File: config.mk
export PLATFORM = sky130hd
export DESIGN_NAME = flood_turn_controller
export DESIGN_NICKNAME = d
export VERILOG_FILES = /design/src/rtl/flood_pkg.sv /design/src/rtl/board_uniform_scanner.sv /design/src/rtl/flood_turn_controller.sv
export SDC_FILE = /design/constraint.sdc
export NUM_CORES = 1
export LEC_CHECK = 0
export CAP_MARGIN = 10
export CORE_ASPECT_RATIO = 1.1
export CORE_MARGIN = 4
export CORE_UTILIZATION = 55
export DETAILED_ROUTE_END_ITERATION = 7
export GPL_TIMING_DRIVEN = 0
export PLACE_DENSITY_LB_ADDON = 0.1
export SLEW_MARGIN = 25
export SYNTH_ARGS = -nofsm -noshare
export SYNTH_HDL_FRONTEND = slang
export SYNTH_SLANG_ARGS = --single-unit
File: constraint.sdc
create_clock -name CLOCK -period 4.39 [get_ports CLOCK]
set_input_delay 0.6585 -clock CLOCK [delete_from_list [all_inputs] [get_ports CLOCK]]
set_output_delay 0.6585 -clock CLOCK [all_outputs]
set_load 0.01 [all_outputs]
File: src/rtl/flood_pkg.sv
// flood_pkg
// Shared definitions for the Flood-It turn sequencer:
//   - board and colour limits used to validate new-game requests
//   - FSM state encoding of the turn controller
//   - GAME_STATE codes reported to the display layer
//   - helpers that map an FSM state to BUSY and GAME_STATE
package flood_pkg;

  localparam int MAX_SIZE   = 26;
  localparam int MIN_SIZE   = 2;
  localparam int MAX_COLORS = 8;
  localparam int MIN_COLORS = 2;

  typedef enum logic [3:0] {
    ST_IDLE,
    ST_START_REQ,
    ST_START_REL,
    ST_PLAY,
    ST_ISSUE,
    ST_FILL_WAIT,
    ST_SCAN,
    ST_WON,
    ST_LOST
  } fsm_state_e;

  typedef enum logic [1:0] {
    GS_IDLE    = 2'd0,
    GS_PLAYING = 2'd1,
    GS_WON     = 2'd2,
    GS_LOST    = 2'd3
  } game_state_e;

  // Stable states are the ones where the player can act; everything else is busy.
  function automatic logic state_is_busy(input fsm_state_e s);
    return !(s inside {ST_IDLE, ST_PLAY, ST_WON, ST_LOST});
  endfunction

  function automatic game_state_e state_to_game(input fsm_state_e s);
    case (s)
      ST_IDLE: return GS_IDLE;
      ST_WON:  return GS_WON;
      ST_LOST: return GS_LOST;
      default: return GS_PLAYING;
    endcase
  endfunction

endpackage

File: src/rtl/board_uniform_scanner.sv
// board_uniform_scanner
// Walks the board one cell per cycle (column fastest) through the single-cell
// read port and checks that every cell equals the colour just played.
// Ports:
//   clk, rst        clock, asynchronous active-high reset
//   scan_en         high while the controller is in its scan state
//   size            latched board edge (2..26)
//   target_color    colour every cell must match
//   cell_color      combinational read data for (scan_row, scan_col)
//   scan_row/col    registered read address, parked at (0,0) when idle
//   scan_done       this cycle ends the scan (mismatch or last cell matched)
//   scan_match      scan ended with the whole board matching
module board_uniform_scanner
  import flood_pkg::*;
(
  input  logic       clk,
  input  logic       rst,
  input  logic       scan_en,
  input  logic [4:0] size,
  input  logic [2:0] target_color,
  input  logic [2:0] cell_color,
  output logic [4:0] scan_row,
  output logic [4:0] scan_col,
  output logic       scan_done,
  output logic       scan_match
);

  logic [4:0] row_q, row_d;
  logic [4:0] col_q, col_d;
  logic       last_col;
  logic       last_row;
  logic       cell_match;

  // The verdict is combinational on the current cell so the controller can
  // leave the scan state on the same edge that retires the last cell.
  always_comb begin
    last_col   = (col_q == size - 5'd1);
    last_row   = (row_q == size - 5'd1);
    cell_match = (cell_color == target_color);
    scan_done  = scan_en && (!cell_match || (last_col && last_row));
    scan_match = scan_en && cell_match && last_col && last_row;

    row_d = row_q;
    col_d = col_q;
    // Address returns to the corner whenever the scan is idle or finishing,
    // which is what lets PLAY read the corner colour.
    if (!scan_en || scan_done) begin
      row_d = '0;
      col_d = '0;
    end else if (last_col) begin
      col_d = '0;
      row_d = row_q + 5'd1;
    end else begin
      col_d = col_q + 5'd1;
    end
  end

  always_ff @(posedge clk or posedge rst) begin
    if (rst) begin
      row_q <= '0;
      col_q <= '0;
    end else begin
      row_q <= row_d;
      col_q <= col_d;
    end
  end

  assign scan_row = row_q;
  assign scan_col = col_q;

endmodule

File: src/rtl/flood_turn_controller.sv
// flood_turn_controller
// Turn sequencer between the input layer and the Flood-It game logic.
// Accepts new-game requests and colour picks, runs the START_NEW_GAME and
// COLOR_SEL_SIG handshakes, counts moves and scans the board after each fill
// to decide between win, loss or another turn.
// Ports:
//   CLOCK, RESET                     clock, asynchronous active-high reset
//   NEW_GAME_REQ, SIZE, COLOR_NUM,
//   MAX_MOVES                        new-game request and its settings
//   PICK_VALID, PICK_COLOR           player colour pick
//   START_NEW_GAME / STARTED_GAME    new-game handshake with game logic
//   COLOR_SELECTED, COLOR_SEL_SIG /
//   CHANGING_COLOR                   fill handshake with game logic
//   SCAN_ROW, SCAN_COL / SCAN_COLOR  board read port
//   MOVE_COUNT, GAME_STATE, BUSY     status for the display layer
module flood_turn_controller
  import flood_pkg::*;
#(
  parameter int MAX_SIZE = flood_pkg::MAX_SIZE,
  parameter int MOVE_W   = 6
) (
  input  logic              CLOCK,
  input  logic              RESET,
  input  logic              NEW_GAME_REQ,
  input  logic [4:0]        SIZE,
  input  logic [3:0]        COLOR_NUM,
  input  logic [MOVE_W-1:0] MAX_MOVES,
  input  logic              PICK_VALID,
  input  logic [2:0]        PICK_COLOR,
  output logic              START_NEW_GAME,
  input  logic              STARTED_GAME,
  output logic [2:0]        COLOR_SELECTED,
  output logic              COLOR_SEL_SIG,
  input  logic              CHANGING_COLOR,
  output logic [4:0]        SCAN_ROW,
  output logic [4:0]        SCAN_COL,
  input  logic [2:0]        SCAN_COLOR,
  output logic [MOVE_W-1:0] MOVE_COUNT,
  output logic [1:0]        GAME_STATE,
  output logic              BUSY
);

  fsm_state_e        state_q, state_d;
  logic              start_new_game_q, start_new_game_d;
  logic              color_sel_sig_q, color_sel_sig_d;
  logic [2:0]        color_selected_q, color_selected_d;
  logic [MOVE_W-1:0] move_count_q, move_count_d;
  game_state_e       game_state_q, game_state_d;
  logic              busy_q, busy_d;

  // Settings of the game in progress.
  logic [4:0]        size_q, size_d;
  logic [3:0]        color_num_q, color_num_d;
  logic [MOVE_W-1:0] max_moves_q, max_moves_d;

  // A request that arrived while busy, with the settings it carried.
  logic              pend_q, pend_d;
  logic [4:0]        pend_size_q, pend_size_d;
  logic [3:0]        pend_color_num_q, pend_color_num_d;
  logic [MOVE_W-1:0] pend_max_moves_q, pend_max_moves_d;

  logic              req_legal;
  logic              pick_ok;
  logic              scan_en;
  logic              scan_done;
  logic              scan_match;

  assign req_legal = NEW_GAME_REQ
                  && (SIZE >= 5'(MIN_SIZE)) && (SIZE <= 5'(MAX_SIZE))
                  && (COLOR_NUM >= 4'(MIN_COLORS)) && (COLOR_NUM <= 4'(MAX_COLORS));

  // In PLAY the scanner is parked on (0,0), so SCAN_COLOR is the corner colour;
  // replaying the corner colour would be a no-op move.
  assign pick_ok = PICK_VALID
                && ({1'b0, PICK_COLOR} < color_num_q)
                && (PICK_COLOR != SCAN_COLOR);

  assign scan_en = (state_q == ST_SCAN);

  board_uniform_scanner u_scanner (
    .clk          (CLOCK),
    .rst          (RESET),
    .scan_en      (scan_en),
    .size         (size_q),
    .target_color (color_selected_q),
    .cell_color   (SCAN_COLOR),
    .scan_row     (SCAN_ROW),
    .scan_col     (SCAN_COL),
    .scan_done    (scan_done),
    .scan_match   (scan_match)
  );

  always_comb begin
    state_d          = state_q;
    start_new_game_d = start_new_game_q;
    color_sel_sig_d  = color_sel_sig_q;
    color_selected_d = color_selected_q;
    move_count_d     = move_count_q;
    size_d           = size_q;
    color_num_d      = color_num_q;
    max_moves_d      = max_moves_q;
    pend_d           = pend_q;
    pend_size_d      = pend_size_q;
    pend_color_num_d = pend_color_num_q;
    pend_max_moves_d = pend_max_moves_q;

    // A request mid-handshake or mid-fill is remembered, not acted on; the
    // newest legal request's settings win.
    if (req_legal && state_is_busy(state_q)) begin
      pend_d           = 1'b1;
      pend_size_d      = SIZE;
      pend_color_num_d = COLOR_NUM;
      pend_max_moves_d = MAX_MOVES;
    end

    case (state_q)
      ST_IDLE, ST_PLAY, ST_WON, ST_LOST: begin
        // A new game outranks a same-cycle pick, which is simply dropped.
        if (req_legal) begin
          state_d          = ST_START_REQ;
          start_new_game_d = 1'b1;
          size_d           = SIZE;
          color_num_d      = COLOR_NUM;
          max_moves_d      = MAX_MOVES;
          pend_d           = 1'b0;
        end else if (pend_q) begin
          state_d          = ST_START_REQ;
          start_new_game_d = 1'b1;
          size_d           = pend_size_q;
          color_num_d      = pend_color_num_q;
          max_moves_d      = pend_max_moves_q;
          pend_d           = 1'b0;
        end else if ((state_q == ST_PLAY) && pick_ok) begin
          state_d          = ST_ISSUE;
          color_selected_d = PICK_COLOR;
          color_sel_sig_d  = 1'b1;
        end
      end
      ST_START_REQ: begin
        if (STARTED_GAME) begin
          start_new_game_d = 1'b0;
          state_d          = ST_START_REL;
        end
      end
      ST_START_REL: begin
        if (!STARTED_GAME) begin
          move_count_d = '0;
          state_d      = ST_PLAY;
        end
      end
      ST_ISSUE: begin
        // Dropping the strobe as soon as the fill starts guarantees it is
        // already low by the time CHANGING_COLOR falls.
        if (CHANGING_COLOR) begin
          color_sel_sig_d = 1'b0;
          if (move_count_q != {MOVE_W{1'b1}}) begin
            move_count_d = move_count_q + MOVE_W'(1);
          end
          state_d = ST_FILL_WAIT;
        end
      end
      ST_FILL_WAIT: begin
        if (!CHANGING_COLOR) begin
          state_d = ST_SCAN;
        end
      end
      ST_SCAN: begin
        if (scan_done) begin
          if (scan_match) begin
            state_d = ST_WON;
          end else if ((max_moves_q != '0) && (move_count_q == max_moves_q)) begin
            state_d = ST_LOST;
          end else begin
            state_d = ST_PLAY;
          end
        end
      end
      default: state_d = ST_IDLE;
    endcase

    // Status is registered from the next state so it lines up with the FSM.
    game_state_d = state_to_game(state_d);
    busy_d       = state_is_busy(state_d);
  end

  always_ff @(posedge CLOCK or posedge RESET) begin
    if (RESET) begin
      state_q          <= ST_IDLE;
      start_new_game_q <= 1'b0;
      color_sel_sig_q  <= 1'b0;
      color_selected_q <= '0;
      move_count_q     <= '0;
      game_state_q     <= GS_IDLE;
      busy_q           <= 1'b0;
      size_q           <= 5'(MIN_SIZE);
      color_num_q      <= 4'(MIN_COLORS);
      max_moves_q      <= '0;
      pend_q           <= 1'b0;
      pend_size_q      <= 5'(MIN_SIZE);
      pend_color_num_q <= 4'(MIN_COLORS);
      pend_max_moves_q <= '0;
    end else begin
      state_q          <= state_d;
      start_new_game_q <= start_new_game_d;
      color_sel_sig_q  <= color_sel_sig_d;
      color_selected_q <= color_selected_d;
      move_count_q     <= move_count_d;
      game_state_q     <= game_state_d;
      busy_q           <= busy_d;
      size_q           <= size_d;
      color_num_q      <= color_num_d;
      max_moves_q      <= max_moves_d;
      pend_q           <= pend_d;
      pend_size_q      <= pend_size_d;
      pend_color_num_q <= pend_color_num_d;
      pend_max_moves_q <= pend_max_moves_d;
    end
  end

  assign START_NEW_GAME = start_new_game_q;
  assign COLOR_SEL_SIG  = color_sel_sig_q;
  assign COLOR_SELECTED = color_selected_q;
  assign MOVE_COUNT     = move_count_q;
  assign GAME_STATE     = game_state_q;
  assign BUSY           = busy_q;

endmodule

# ---- Yosys cells after proc, flatten, opt, wreduce, memory -nomap -nowiden
# Cells that the tools add are included.
dict set report word_totals {
  register_bits 59
  input_bits 27
  output_inout_bits 24
  wordCells 127
}
dict set report op_classes {
  n_addsub 4
  magnitude_cmp 5
  n_eq_ne 25
  n_mux 39
  n_bitwise 2
  n_reduce_logical 36
}
# cell n
set ops {}
lappend ops {{$mux W4} 12}
lappend ops {{$mux W5} 6}
lappend ops {{$mux W6} 5}
lappend ops {{$pmux W4 S6} 1}
lappend ops {{$eq A4 B3 Y1 const B} 5}
lappend ops {{$logic_and A1 B1 Y1} 14}
lappend ops {{$ne A2 B2 Y1 const B} 7}
lappend ops {{$eq A4 B2 Y1 const B} 3}
lappend ops {{$pmux W6 S2} 1}
lappend ops {{$mux W1} 11}
lappend ops {{$add A5 B1 Y5 const B} 2}
lappend ops {{$eq A5 B5 Y1} 2}
lappend ops {{$reduce_bool A2 Y1} 5}
lappend ops {{$eq A4 B4 Y1 const B} 2}
lappend ops {{$logic_not A4 Y1} 2}
lappend ops {{$reduce_and A4 Y1} 2}
lappend ops {{$reduce_bool A4 Y1} 2}
lappend ops {{$add A6 B1 Y6 const B} 1}
lappend ops {{$eq A6 B6 Y1} 1}
lappend ops {{$ne A6 B6 Y1 const B} 1}
lappend ops {{$pmux W2 S3} 1}
lappend ops {{$reduce_bool A6 Y1} 1}
lappend ops {{$ge A5 B2 Y1 const B} 1}
lappend ops {{$le A5 B5 Y1 const B} 1}
lappend ops {{other kinds (16)} 22}

# ---- Logic depth before layout (Yosys ltp)
# Gate-level depths: netlist (run 1).
dict set report logic_depth {
  depth_word 11
  ltp_mapped 9
  ltp_nobuf 8
}

# ---- Cells and area by module
# Synthesis (run 1) repeated with hierarchy kept, for this count alone.
dict set report hier_totals {
  hier_cells 318
  hier_area_um2 3375.7
}
# mod instances cells_each area_each_um2 seq_area_each_um2
set by_module_without_submodules {}
lappend by_module_without_submodules {flood_turn_controller 1 231 2494.9 1231.2}
lappend by_module_without_submodules {board_uniform_scanner 1 87 880.8 250.2}

# ---- Worst setup path before layout (run 1)
# No wires, ideal clock.
dict set report synth_timing {
  path_type {input -> register}
  from {input COLOR_NUM[2]}
  to {register pend_color_num_q[0]}
  setup_time_ns 0.125
  t_arrival_ns 2.219
  required_time_ns 4.265
  slack_ns 2.046
  stages 6
  n_path_buf 2
  path_cell_list {nor4b_1 -> o221ai_1 -> or2_2 -> clkbuf_1 -> buf_2 -> mux2_2}
}
dict set report synth_between {
  elab_chain_cells 4
  word_cells_on_any_way 5
  classes_between {order compare: 2; reduce/logical: 3}
}
# element line_no
set synth_rtl {}
lappend synth_rtl {{from (decl)} flood_turn_controller.sv:26} ;# input logic [3:0] COLOR_NUM,
lappend synth_rtl {{$ge A4 B2 Y1} flood_turn_controller.sv:70} ;# && (COLOR_NUM >= 4'(MIN_COLORS)) && (COLOR_NUM <= 4'(MAX_COLORS));
lappend synth_rtl {{$logic_and A1 B1 Y1} flood_turn_controller.sv:70}
lappend synth_rtl {{$logic_and A1 B1 Y1 (*)} flood_turn_controller.sv:70}
lappend synth_rtl {{$logic_and A1 B1 Y1 (*)} flood_turn_controller.sv:109} ;# if (req_legal && state_is_busy(state_q)) begin
lappend synth_rtl {{to (signal assigned)} flood_turn_controller.sv:200} ;# pend_color_num_q <= 4'(MIN_COLORS);
lappend synth_rtl {{to (signal assigned)} flood_turn_controller.sv:215} ;# pend_color_num_q <= pend_color_num_d;
lappend synth_rtl {{to (decl)} flood_turn_controller.sv:59} ;# logic [3:0] pend_color_num_q, pend_color_num_d;
# Mark *: on every way between the ends. The rest lies on a longest branch, timed or not.
# A chain may end at the register's enable or synchronous reset.

# ---- Final worst setup path (run 1)
dict set report layout_timing {
  from {input COLOR_NUM[2]}
  to {register color_selected_q[2] (netlist: COLOR_SELECTED[2])}
}
dict set report layout_between {
  elab_chain_cells 5
  word_cells_on_any_way 6
  classes_between {order compare: 2; bitwise: 1; reduce/logical: 3}
}
# element line_no
set layout_rtl {}
lappend layout_rtl {{$ge A4 B2 Y1} flood_turn_controller.sv:70}
lappend layout_rtl {{$logic_and A1 B1 Y1} flood_turn_controller.sv:70}
lappend layout_rtl {{$logic_and A1 B1 Y1 (*)} flood_turn_controller.sv:70}
lappend layout_rtl {{$not A1 Y1 (no source line) (*)} --}
lappend layout_rtl {{$reduce_and A4 Y1 (no source line) (*)} --}
lappend layout_rtl {{to (signal assigned)} flood_turn_controller.sv:206} ;# color_selected_q <= color_selected_d;
lappend layout_rtl {{to (decl)} flood_turn_controller.sv:46} ;# logic [2:0] color_selected_q, color_selected_d;
# Marked as above.

==> impl.org, run 1 <==
** Logic synthesis
- Summed instance area of the synthesized netlist :: approximately 0.0033 mm^2
- Distinct cell type count after synthesis :: between 60 and 70
- Predominant post-synthesis flop cell :: sky130_fd_sc_hd__dfrtp_1
- Mean instance size in the synthesized netlist :: approximately 11 um^2
- The cell count after synthesis came out at approximately 310.
- Syn nets :: approximately 350
- EDFF count, synth :: 0
- Part of the Yosys area used for sequential elements :: ~45%
- Synthesis inferred 59 register bits.
- Yosys printed 0 warnings.
- Of all flip-flops after synthesis, the portion carrying an async set or reset was 100%.

** STA
- Subtracting the final worst setup slack from the clock period gives between 2000 and 3000 ps.
- F_max :: 344 MHz
- After layout, the worst path uses 66.2% of the clock period.
- Number of failing hold endpoints at the final stage :: 0
- Worst Hold Margin :: roughly 480 ps
- Summed negative setup slack over all endpoints :: 0 ps
- Worst-Margin Slew :: approximately 700 ps
- Max-slew violation count :: 0
- Total setup violations reported at the end of the flow :: 0
- The worst pin sits at a relative slew slack of between 50% and 60%.
- RSZ-0062 raised after global routing :: false
- Setup skew after layout :: slightly below 4 ps

** Floorplanning
- Starting density of the core :: 57.0%
- Area of the core region :: between 0.005 and 0.006 mm^2
- Width of the chip :: between 80 and 90 um
- Die area :: ~0.0073 mm^2
- After floorplanning, the core was divided into 29 placement rows.
- I/O pin cnt :: 51
- Height of the die :: ~89 um

** Layout
- The area growth from synthesis to layout is 24.5%.
- Antenna Cells :: 0
- Leaving out fill and tap cells, the most frequent cell in the layout is sky130_fd_sc_hd__dfrtp_1.
- Leaving out fill and tap cells, the most frequent cells in the layout are 55 x sky130_fd_sc_hd__dfrtp_1, 50 x sky130_fd_sc_hd__clkdlybuf4s50_1, 27 x sky130_fd_sc_hd__nand2_1, 21 x sky130_fd_sc_hd__o21ai_0.
- The layout has about 440 filler cells.
- Layout cells sized above 1 :: 15.6%
- The final layout contains 408 nets.

** Route
- DRC violation count after routing :: 0
- Routed WL :: 6.80 mm
- WL per Instance :: around 15 um
- Before antenna repair, the detailed router went through 4 iterations.
- Drt via density :: between 5 and 6
- The routed layout has 2520 vias.
- The count of nets left with antenna violations once routing finished came out at 0.
- 1st-iter DRT viols :: about 110

** Setup path
- Highest fanout seen on the critical path :: 5
- Buffers plus inverters on the worst setup path :: 1
- Critical path startpoint category :: input pin
- The slowest stage of the critical path belongs to the cell sky130_fd_sc_hd__nor3_1.
- The critical path goes through clkdlybuf4s50_1, o21ba_2, o221ai_1, nand2b_1, nor3_1, mux2_2.
- Type of the worst setup path :: in -> reg
- STA classifies the critical path endpoint as a flip-flop.
- Broken down by cell family, the worst path's largest delay share belongs to simple AND/OR/NAND/NOR gates.
- Critical path depth :: 6
- In this design, the stage delay of the slowest critical-path cell is between 600 and 700 ps.
- The worst register-to-register path has a depth of 8.
- STA puts the critical path data arrival time at between 3000 and 4000 ps.
- Required time at the endpoint of the critical path :: 4610 ps

** Outcome
- Run status :: finished, final reports clean

** Clock network
- Clock tree root buffer cell :: sky130_fd_sc_hd__clkbuf_8
- Source-to-sink clock delay at the later pin of the worst-skew pair :: 330 ps
- Clock-pin slew was measured on the worst setup and hold paths at 60 ps.
- TritonCTS clock tree :: yes
- CTS saw roughly 60 sinks.
- The clock tree synthesis step divided the H-tree into 3 levels.
- In this run, post-CTS hold repair placed 0 buffers.
- # Post-CTS Setup Buffers :: 0
- After clock tree synthesis, the repair step resized 0 gates.
- The clock passes through at most 2 buffers.
- Clock buffers created by TritonCTS :: 9

** Hold path
- The worst hold path belongs to the class reg -> reg.
- Worst Hold Depth :: 2

** Pwr
- The worst-case IR drop observed on VDD is 0.000326 V.
- Lkg Pwr :: around 1.8 nW
- Total power divided by cell area :: 565 mW/mm^2

** Flow run
- The tool flagged a number of max-cap violations equal to 0.

** Global route
- The via count of the first global-routing pass was about 2400.
- The number of antenna violations at the first check in global routing was 0.
- Maximum number of pins on one net before global-route repair :: 36
- Overall fraction of global-route tracks in use :: between 20% and 30%
- After global routing the overflow that remains totals 0.
- Wire length of the first global-routing pass :: between 10 and 15 mm

** Place
- Gp weighted congestion :: around 0.84
- The count of buffers added on input and output ports is 50.
- Post-detailed-placement half-perimeter wirelength :: ~5 mm
-- worst paths after layout --
path	to	startpoint	slack, ps
min in group asynchronous	GAME_STATE[0]	RESET	640
worst min-delay path	color_num_q[1]	color_num_q[1]	480
max in group asynchronous	pend_size_q[1]	RESET	3190
worst max-delay path	COLOR_SELECTED[2]	COLOR_NUM[2]	1480
worst max register to register	u_scanner.scan_row[4]	size_q[1]	1950
worst min register to register	color_num_q[1]	color_num_q[1]	480
-- cells by family after synthesis --
group,Yosys count,share of synthesized area [%]
simple gates,89,14.2
compound gates,65,14.8
buf+inv,27,3.80
flops,59,45.0
mux,37,11.9
xor+xnor,30,7.99
fa+ha+maj,6,2.28
-- layer usage --
metal | vias up | track usage [%] | share of wire, %
met5 | - | 0 | 0
met4 | 0 | 9.06 | 1.9
met3 | 12 | 3.43 | 4.0
met2 | 47 | 33.1 | 48
met1 | 1213 | 27.2 | 46
li1 | 1248 | - | -
-- power breakdown --
part / internal [mW] / total (mW) / switching [mW]
clock network: 0.273 / 0.481 / 0.208
logic: 0.485 / 0.978 / 0.494
registers: 0.747 / 0.855 / 0.108
-- through the flow --
| stage | utilization [%] | total power [mW] | setup slack (ps) | std cells | area [um^2] |
|---|---|---|---|---|---|
| final | 71.0 | 2.31 | 1480 | 456 | 4090 |
| after global routing | 71.0 | 2.49 | 1260 | 456 | 4090 |
| after CTS | 71.0 | 2.33 | 1460 | 456 | 4090 |
| after detailed placement | 67.8 | 1.84 | 1110 | 441 | 3910 |
| after global placement | 67.4 | 1.80 | 1110 | 440 | 3890 |
| after floorplan | - | 1.57 | 2050 | 313 | 3290 |
-- layout make-up --
type | instances | area (um^2) | area share, %
tap | 77 | 96.3 | 2.35
multi-input combinational | 227 | 1680 | 41.1
buffer | 16 | 83.8 | 2.05
inverter | 11 | 43.8 | 1.07
sequential | 59 | 1480 | 36.2
clock buffer | 12 | 145 | 3.55
clock inverter | 3 | 40.0 | 0.978
timing repair buffer | 51 | 520 | 12.7
-- sequential cells by signal, summed over array words and instances (netlist names), 3 cells and up --
name                count
color_num_q             4
MOVE_COUNT              6
u_scanner.scan_row      5
pend_size_q             5
COLOR_SELECTED          3
u_scanner.scan_col      5
pend_color_num_q        4
max_moves_q             6
size_q                  5
pend_max_moves_q        6
state_q                 4
-- worst min-delay path, delay by kind of cell (launching register included) --
kind / cells / cell delay (ps)
flops: 1 / 370
simple gates: 1 / 40
compound gates: 1 / 60
-- cells in the mapped netlist, types with 2 or more instances --
master	number	share of area, %
sky130_fd_sc_hd__a211oi_1	2	0.46
sky130_fd_sc_hd__a21o_1	4	0.91
sky130_fd_sc_hd__a21oi_1	3	0.46
sky130_fd_sc_hd__a32oi_1	2	0.53
sky130_fd_sc_hd__buf_2	7	1.1
sky130_fd_sc_hd__buf_6	2	0.68
sky130_fd_sc_hd__clkbuf_1	7	0.80
sky130_fd_sc_hd__dfrtp_1	55	42
sky130_fd_sc_hd__dfstp_2	4	3.2
sky130_fd_sc_hd__ha_1	6	2.3
sky130_fd_sc_hd__inv_1	11	1.3
sky130_fd_sc_hd__mux2_2	18	6.2
sky130_fd_sc_hd__mux2i_1	19	5.8
sky130_fd_sc_hd__nand2_1	27	3.1
sky130_fd_sc_hd__nand2b_1	5	0.95
sky130_fd_sc_hd__nand3_1	8	1.2
sky130_fd_sc_hd__nand3b_1	2	0.46
sky130_fd_sc_hd__nor2_1	18	2.1
sky130_fd_sc_hd__nor3_1	7	1.1
sky130_fd_sc_hd__nor3b_1	3	0.68
sky130_fd_sc_hd__nor4b_1	3	0.80
sky130_fd_sc_hd__o211ai_1	2	0.46
sky130_fd_sc_hd__o21a_1	2	0.46
sky130_fd_sc_hd__o21ai_0	21	3.2
sky130_fd_sc_hd__o21ai_2	2	0.53
sky130_fd_sc_hd__o21ba_2	2	0.61
sky130_fd_sc_hd__o21bai_1	2	0.46
sky130_fd_sc_hd__o31a_1	2	0.53
sky130_fd_sc_hd__o31ai_1	4	0.91
sky130_fd_sc_hd__or3_1	3	0.57
sky130_fd_sc_hd__xnor2_1	19	5.1
sky130_fd_sc_hd__xor2_1	11	2.9
No activity file was read; power rests on OpenSTA's default activity.
==> run 2, diff against run 1 <==
CORE_UTILIZATION = 49   (was 55)
clock period = 2.5 ns   (was 4.39 ns; I/O delays follow)
==> run 2 against run 1 <==
Clock skew up 11 ps; sequential share of layout area down 1.1 points; total power up 85%; setup slack worse by 1400 ps; utilization down 6.5 points; global-route usage down 2.0 points; worst hold slack worse by 160 ps; via count up 1.5%.
==> impl.org, run 2 (same netlist as run 1, synthesis figures left out) <==
** Outcome
- Run status :: finished, final reports clean

** Setup path
- In this run the worst path has a maximum fanout of 10.
- Chain of cells forming the critical path :: clkdlybuf4s50_1, o41a_1, o221ai_2, or2_2, clkbuf_1, buf_2, mux2_2
- Crit path from :: SIZE[4]
- The slowest stage of the critical path belongs to the cell sky130_fd_sc_hd__o41a_1.
- Cell family with the largest share of critical-path delay :: buffers and inverters
- Counting both buffers and inverters, the worst setup path holds a total of 3.
- Critical Path Sink Type :: flip-flop
- Delay of the slowest cell on the worst path :: 470 ps
- Critical path startpoint category :: input pin
- Required time at the endpoint of the critical path :: 2720 ps
- Arrival time of the worst setup path :: 2620 ps
- Type of the worst setup path :: in -> reg
- In this run the critical register-to-register path is launched from state_q[3].

** Global route
- Maximum number of pins on one net before global-route repair :: 42
- The number of antenna violations at the first check in global routing was 0.
- For this run the aggregate overflow at the end of global routing stands at 0.
- In the global route stage, overall resource usage came out at 18.5%.
- Via count of the first global-routing pass :: around 2400
- The first global-routing pass estimated around 12 mm of wire.

** Place
- Standard cell area after detailed placement :: around 0.0039 mm^2
- Gp weighted congestion :: between 0.8 and 0.9
- In this run the tool buffered the top-level ports with 50 buffer cells.
- At the placement stage, the worst setup path has a slack of -482 ps.
- The HPWL after detailed placement is between 5 and 6 mm.

** STA
- In the finished design, the share of the clock period the worst path needs comes to a little over nine tenths.
- On the final layout, the worst hold slack is about 320 ps.
- In this run the tightest slew margin relative to its limit is 49.7%.
- Based on the critical path, the design can be clocked at up to around 420 MHz.
- Setup repair after global routing could not meet its margin everywhere.
- After layout, the worst setup slack is 95.2 ps.
- The final hold violation count came to 0.
- Counting I/O delays and the setup requirement, the final critical path takes roughly 2400 ps.
- For the pin with the worst max-slew slack, the measured transition is 744 ps.
- Setup violations remaining at the end of the flow were counted as 0.
- Max-slew violation count :: 0
- The clock arrives with 15.0 ps of skew.

** Route
- DRC violation count after routing :: 0
- 1st-iter DRT viols :: approximately 100
- Routed WL :: 7.06 mm
- Number of antenna-violating nets in the routed design :: 0
- Across all layers, the routed design uses 2559 vias.
- The first detailed-routing pass ran for 4 iterations.
- Drt via density :: 5.49
- WL per Instance :: around 15 um

** Floorplanning
- The die covers about 0.0081 mm^2.
- I/O pin cnt :: 51
- The die is about 86 um wide.
- The floorplan step set the die height to about 94 um.
- For this configuration, the core starts out at a cell density of between 50% and 60%.
- The floorplan step defined a core boundary enclosing 0.00656 mm^2.
- Placement Rows :: 31

** Clock network
- For this design, the sink count on the clock tree is between 50 and 60.
- TritonCTS built the clock tree.
- Worst-path clk slew :: roughly 80 ps
- Buffers inserted during clock tree synthesis total 9.
- Clock tree root buffer cell :: sky130_fd_sc_hd__clkbuf_8
- Source-to-sink clock delay at the later pin of the worst-skew pair :: 340 ps
- The longest clock path from root to sink contains 2 buffers.
- Number of levels the H-tree was split into :: 3

** Layout
- Fill cells :: between 500 and 600
- The repair_antennas step left the layout with diodes totalling 0.
- Syn-to-layout area delta :: 28.5%
- Leaving out fill and tap cells, the most frequent cells in the layout are 55 x sky130_fd_sc_hd__dfrtp_1, 50 x sky130_fd_sc_hd__clkdlybuf4s50_1, 27 x sky130_fd_sc_hd__nand2_1, 21 x sky130_fd_sc_hd__o21ai_0.
- Layout cells sized above 1 :: between 10% and 20%
- Area used by multi-input combinational logic :: about 0.0017 mm^2
- The library cell used most frequently in the layout, excluding fill and tap cells, is sky130_fd_sc_hd__dfrtp_1.
- After the last flow step, the layout net total stands at slightly above 400.
- After routing the design area is 0.00423 mm^2.
- Sequential cell area :: approximately 0.0015 mm^2

** Flow run
- The tool flagged a number of max-cap violations equal to 0.

** Pwr
- Lkg Pwr :: roughly 1.8 nW
- VDD sags by at most slightly above 0.0006 V.
- Dividing total power by cell area gives a power density of about 1000 mW/mm^2.

** Hold path
- The path class of the tightest hold or removal check is in -> async.
## run 2: stage by stage
stage | total power [mW] | cells | utilization (%) | setup TNS (ps)
floorplan | 2.76 | 313 | - | 0
global placement | 3.18 | 445 | 59.4 | -32000
detailed placement | 3.23 | 446 | 59.7 | -10870
CTS | 4.23 | 462 | 63.4 | 0
global route | 4.60 | 466 | 64.5 | -4.00
finish | 4.28 | 466 | 64.5 | 0
## run 2: worst paths after layout
path                                             to  slack [ps]  cells past startpoint
max in group asynchronous            color_num_q[1]        1630                      3
min in group CLOCK                   color_num_q[1]         480                      2
worst max-delay path            pend_max_moves_q[0]         100                      7
worst min-delay path                  GAME_STATE[1]         320                      2
worst max register to register  pend_max_moves_q[0]         150                      7
worst min register to register       color_num_q[1]         480                      2
## run 2: final cells by class
| cell class | instances | area share (%) |
|---|---|---|
| buffer | 16 | 1.98 |
| multi-input combinational | 227 | 41.3 |
| clock inverter | 4 | 1.78 |
| tap | 82 | 2.43 |
| timing repair buffer | 55 | 13.0 |
| clock buffer | 12 | 3.43 |
| inverter | 11 | 1.04 |
| sequential | 59 | 35.0 |
## run 2: layer usage
layer	share of wire [%]	global-route usage (%)	routed length, um	vias to the layer above
met5	0	0	0	-
met4	1.2	6.46	87	0
met3	4.7	4.74	333	7
met2	48	29.4	3350	58
met1	46	24.5	3280	1235
li1	-	-	-	1259
## run 2: where the power goes
part           leakage (nW)  internal, mW  total, mW  switching (mW)
clock                 0.103         0.590      0.985           0.395
sequential            0.744          1.31       1.51           0.195
combinational         0.940         0.893       1.79           0.899
total                  1.79          2.79       4.28            1.49
## run 2: timing repair
action,4_1_cts,5_1_grt
buffers inserted,0,4
resized for setup,3,9
pin swaps,0,1
hold buffers,0,0
endpoints found under the setup margin,14,17
==> edit (config.mk and constraints of run 2) <==
The parameter `MOVE_W` goes from 6 to 4.
--- a/src/rtl/flood_turn_controller.sv
+++ b/src/rtl/flood_turn_controller.sv
@@ -19,3 +19,3 @@
   parameter int MAX_SIZE = flood_pkg::MAX_SIZE,
-  parameter int MOVE_W   = 6
+  parameter int MOVE_W   = 4
 ) (
Interface: changed (resized MAX_MOVES and MOVE_COUNT); port bits go from 51 to 47. No check against the original RTL was run, so the function may have changed too.
==> edit against run 2 <==
Die area shrank 9.2%. Clock skew fell by 0.0060 ns. Routed wire length shrank 19%. Combinational power fell by 8%. Global-route usage decreased by 0.90 points. Non-clock buffer count down 15. Synthesized area shrank 10%. Sequential cell count is 6 lower. Design area fell by 14%. Final cell count decreased by 11%. Total power is 14% lower. Setup slack gained 0.067 ns. Fmax up 2.9%. Highest routed layer unchanged.
==> edit: results (changes against run 2) <==
Final period util=93.5% (-2.7 points); CP Data Arrival Time=2.53 ns (-0.09 ns); first-pass GRT wire length=9.96 mm (-15%); Fill cells=503 (-9.0%); CTS HTree Levels=2 (-1); Synth cell types=50 (-19%); WHS Path Cells=1; Routed WL=5.74 mm (-19%); synth warn=0 (unchanged); First-pass DRT Iterations=4 (unchanged); min-delay src=COLOR_SEL_SIG$_DFFE_PP0P_; Worst Hold End=COLOR_SEL_SIG$_DFFE_PP0P_; Longest Clk Path Bufs=2 (unchanged); internal reg-to-reg setup slack=0.32 ns (+0.17 ns); Peak supply drop=530 uV (-15%); number of buffers created by CTS=5 (-4); ANT cells=0 (unchanged); Max FO, Critical Path=7 (-3); RR Endpoint=BUSY$_DFF_PP0_; Clock transition at path regs=0.09 ns; setup bufs post-CTS=0 (unchanged); layout cells sized above 1=13.2% (-5.8 points); IO buf count=46 (-8.0%); worst r2r src=color_num_q[1]$_DFFE_PP1P_; vias in the first global route=2,196 (-8.3%); most frequent cells after synthesis=49 x dfrtp_1, 37 x nor2_1, 18 x xnor2_1; r2r worst-path depth=8 (+1); cts repair resizes=0 (-3); run status=completed; dpl cell area=3520 um2 (-10%); hold crit path type=reg2reg; Fin Hold WS=0.482 ns (+0.160 ns); Synth area leaders=dfrtp_1 41%, mux2_2 6.1%, mux2i_1 5.4%, xnor2_1 5.3%, nor2_1 4.7%; Mapped Nets=317 (-8.4%); ys async rst share=100% (unchanged); DR vias/cell=5.25 (-4.4%); largest net degree at the start of global routing=54 (+29%); routability cong.=0.817 (+0.58%); DRT iter0 DRCs=57 (-45%); CTS Root Cell=clkbuf_8; initial antenna violation count=0 (unchanged); Worst Skew=0.00897 ns (-0.00599 ns); Static Leakage=1.54 nW (-14%); Post-DP HPWL=4.37 mm (-15%); Worst-Skew Late Latency=0.31 ns (-0.03 ns); Slew @ Worst Pin=0.649 ns (-0.0957 ns); All-Layer GR Usage=17.6% (-0.90 points); Seq/Total Area, Yosys=45.0% (about the same); layout net count=370 (-10%)
==> edit: cell count changes in the layout (fill, tap and decap cells not counted), moves of 4 or more <==
cell / change
nor2_1: +20
o21ai_0: -14
nand2_1: -11
a21oi_1: +10
dfrtp_1: -6
buf_2: -5
clkbuf_8: -4
clkdlybuf4s50_1: -4
nand4_1: +4
==> edit: how the worst max path moves through the flow <==
stage | cells after the start | from | slack [ns] | end
finish | 7 | SIZE[1] | 0.16 | COLOR_SELECTED[1]$_DFFE_PP0P_
global route | 7 | SIZE[1] | 0.1 | COLOR_SELECTED[1]$_DFFE_PP0P_
CTS | 8 | color_num_q[1]$_DFFE_PP1P_ | 0.1 | GAME_STATE[0]$_DFF_PP0_
detailed placement | 8 | PICK_COLOR[1] | -0.22 | GAME_STATE[0]$_DFF_PP0_
global placement | 2 | RESET | -0.22 | pend_color_num_q[2]$_DFFE_PP0P_
floorplan | 8 | color_num_q[1]$_DFFE_PP1P_ | 0.43 | GAME_STATE[0]$_DFF_PP0_
==> edit: kinds of logic after synthesis <==
kind of cell / count (synthesis) / synth area share (%)
buffers and inverters: 22 / 3.26
flip-flops: 53 / 45.0
AND/OR/NAND/NOR: 96 / 17.1
XOR/XNOR: 31 / 9.18
adder cells (fa/ha/maj): 6 / 2.54
multiplexers: 32 / 11.5
AO/OA/AOI/OAI: 46 / 11.4
==> edit: final cells by class <==
| type | instances | area (um2) | share of cell area, % |
|---|---|---|---|
| Tap cell | 77 | 96.3 | 2.65 |
| Timing Repair Buffer | 46 | 460 | 12.6 |
| Inverter | 12 | 47.5 | 1.31 |
| Clock buffer | 6 | 82.6 | 2.27 |
| Clock inverter | 2 | 37.5 | 1.03 |
| Buffer | 10 | 51.3 | 1.41 |
| Sequential cell | 53 | 1330 | 36.6 |
| Multi-Input combinational cell | 211 | 1540 | 42.2 |
==> edit: metrics by stage <==
stage	util, %	total power [W]	cells	setup WS (ns)
3_5_place_dp	60.6	0.00309	409	-0.217
5_1_grt	62.7	0.00398	417	0.0985
3_3_place_gp	60.5	0.00305	409	-0.219
6_report	62.7	0.00367	417	0.162
2_1_floorplan	-	0.00263	286	0.428
4_1_cts	62.7	0.00370	417	0.0979
==> edit: report_power, final <==
group          switching, W  total (W)  internal [W]
combinational      0.000818    0.00164      0.000822
clock              0.000279   0.000605      0.000326
sequential         0.000225    0.00143       0.00120
==> edit: worst max-delay path: stages <==
cell             delay (ns)
clkdlybuf4s50_1        0.46
or4_1                  0.55
o211ai_2               0.10
nand3b_4               0.23
nand2_1                0.13
nor3_4                 0.31
mux2_2                 0.37
==> edit: metal layers <==
layer  up-vias  wire length (um)  GRT usage, %
met1      1040              2590          22.2
li1       1107                 -             -
met4         0                63          5.44
met5         -                 0             0
met3         4               236          3.43
met2        38              2850          30.4
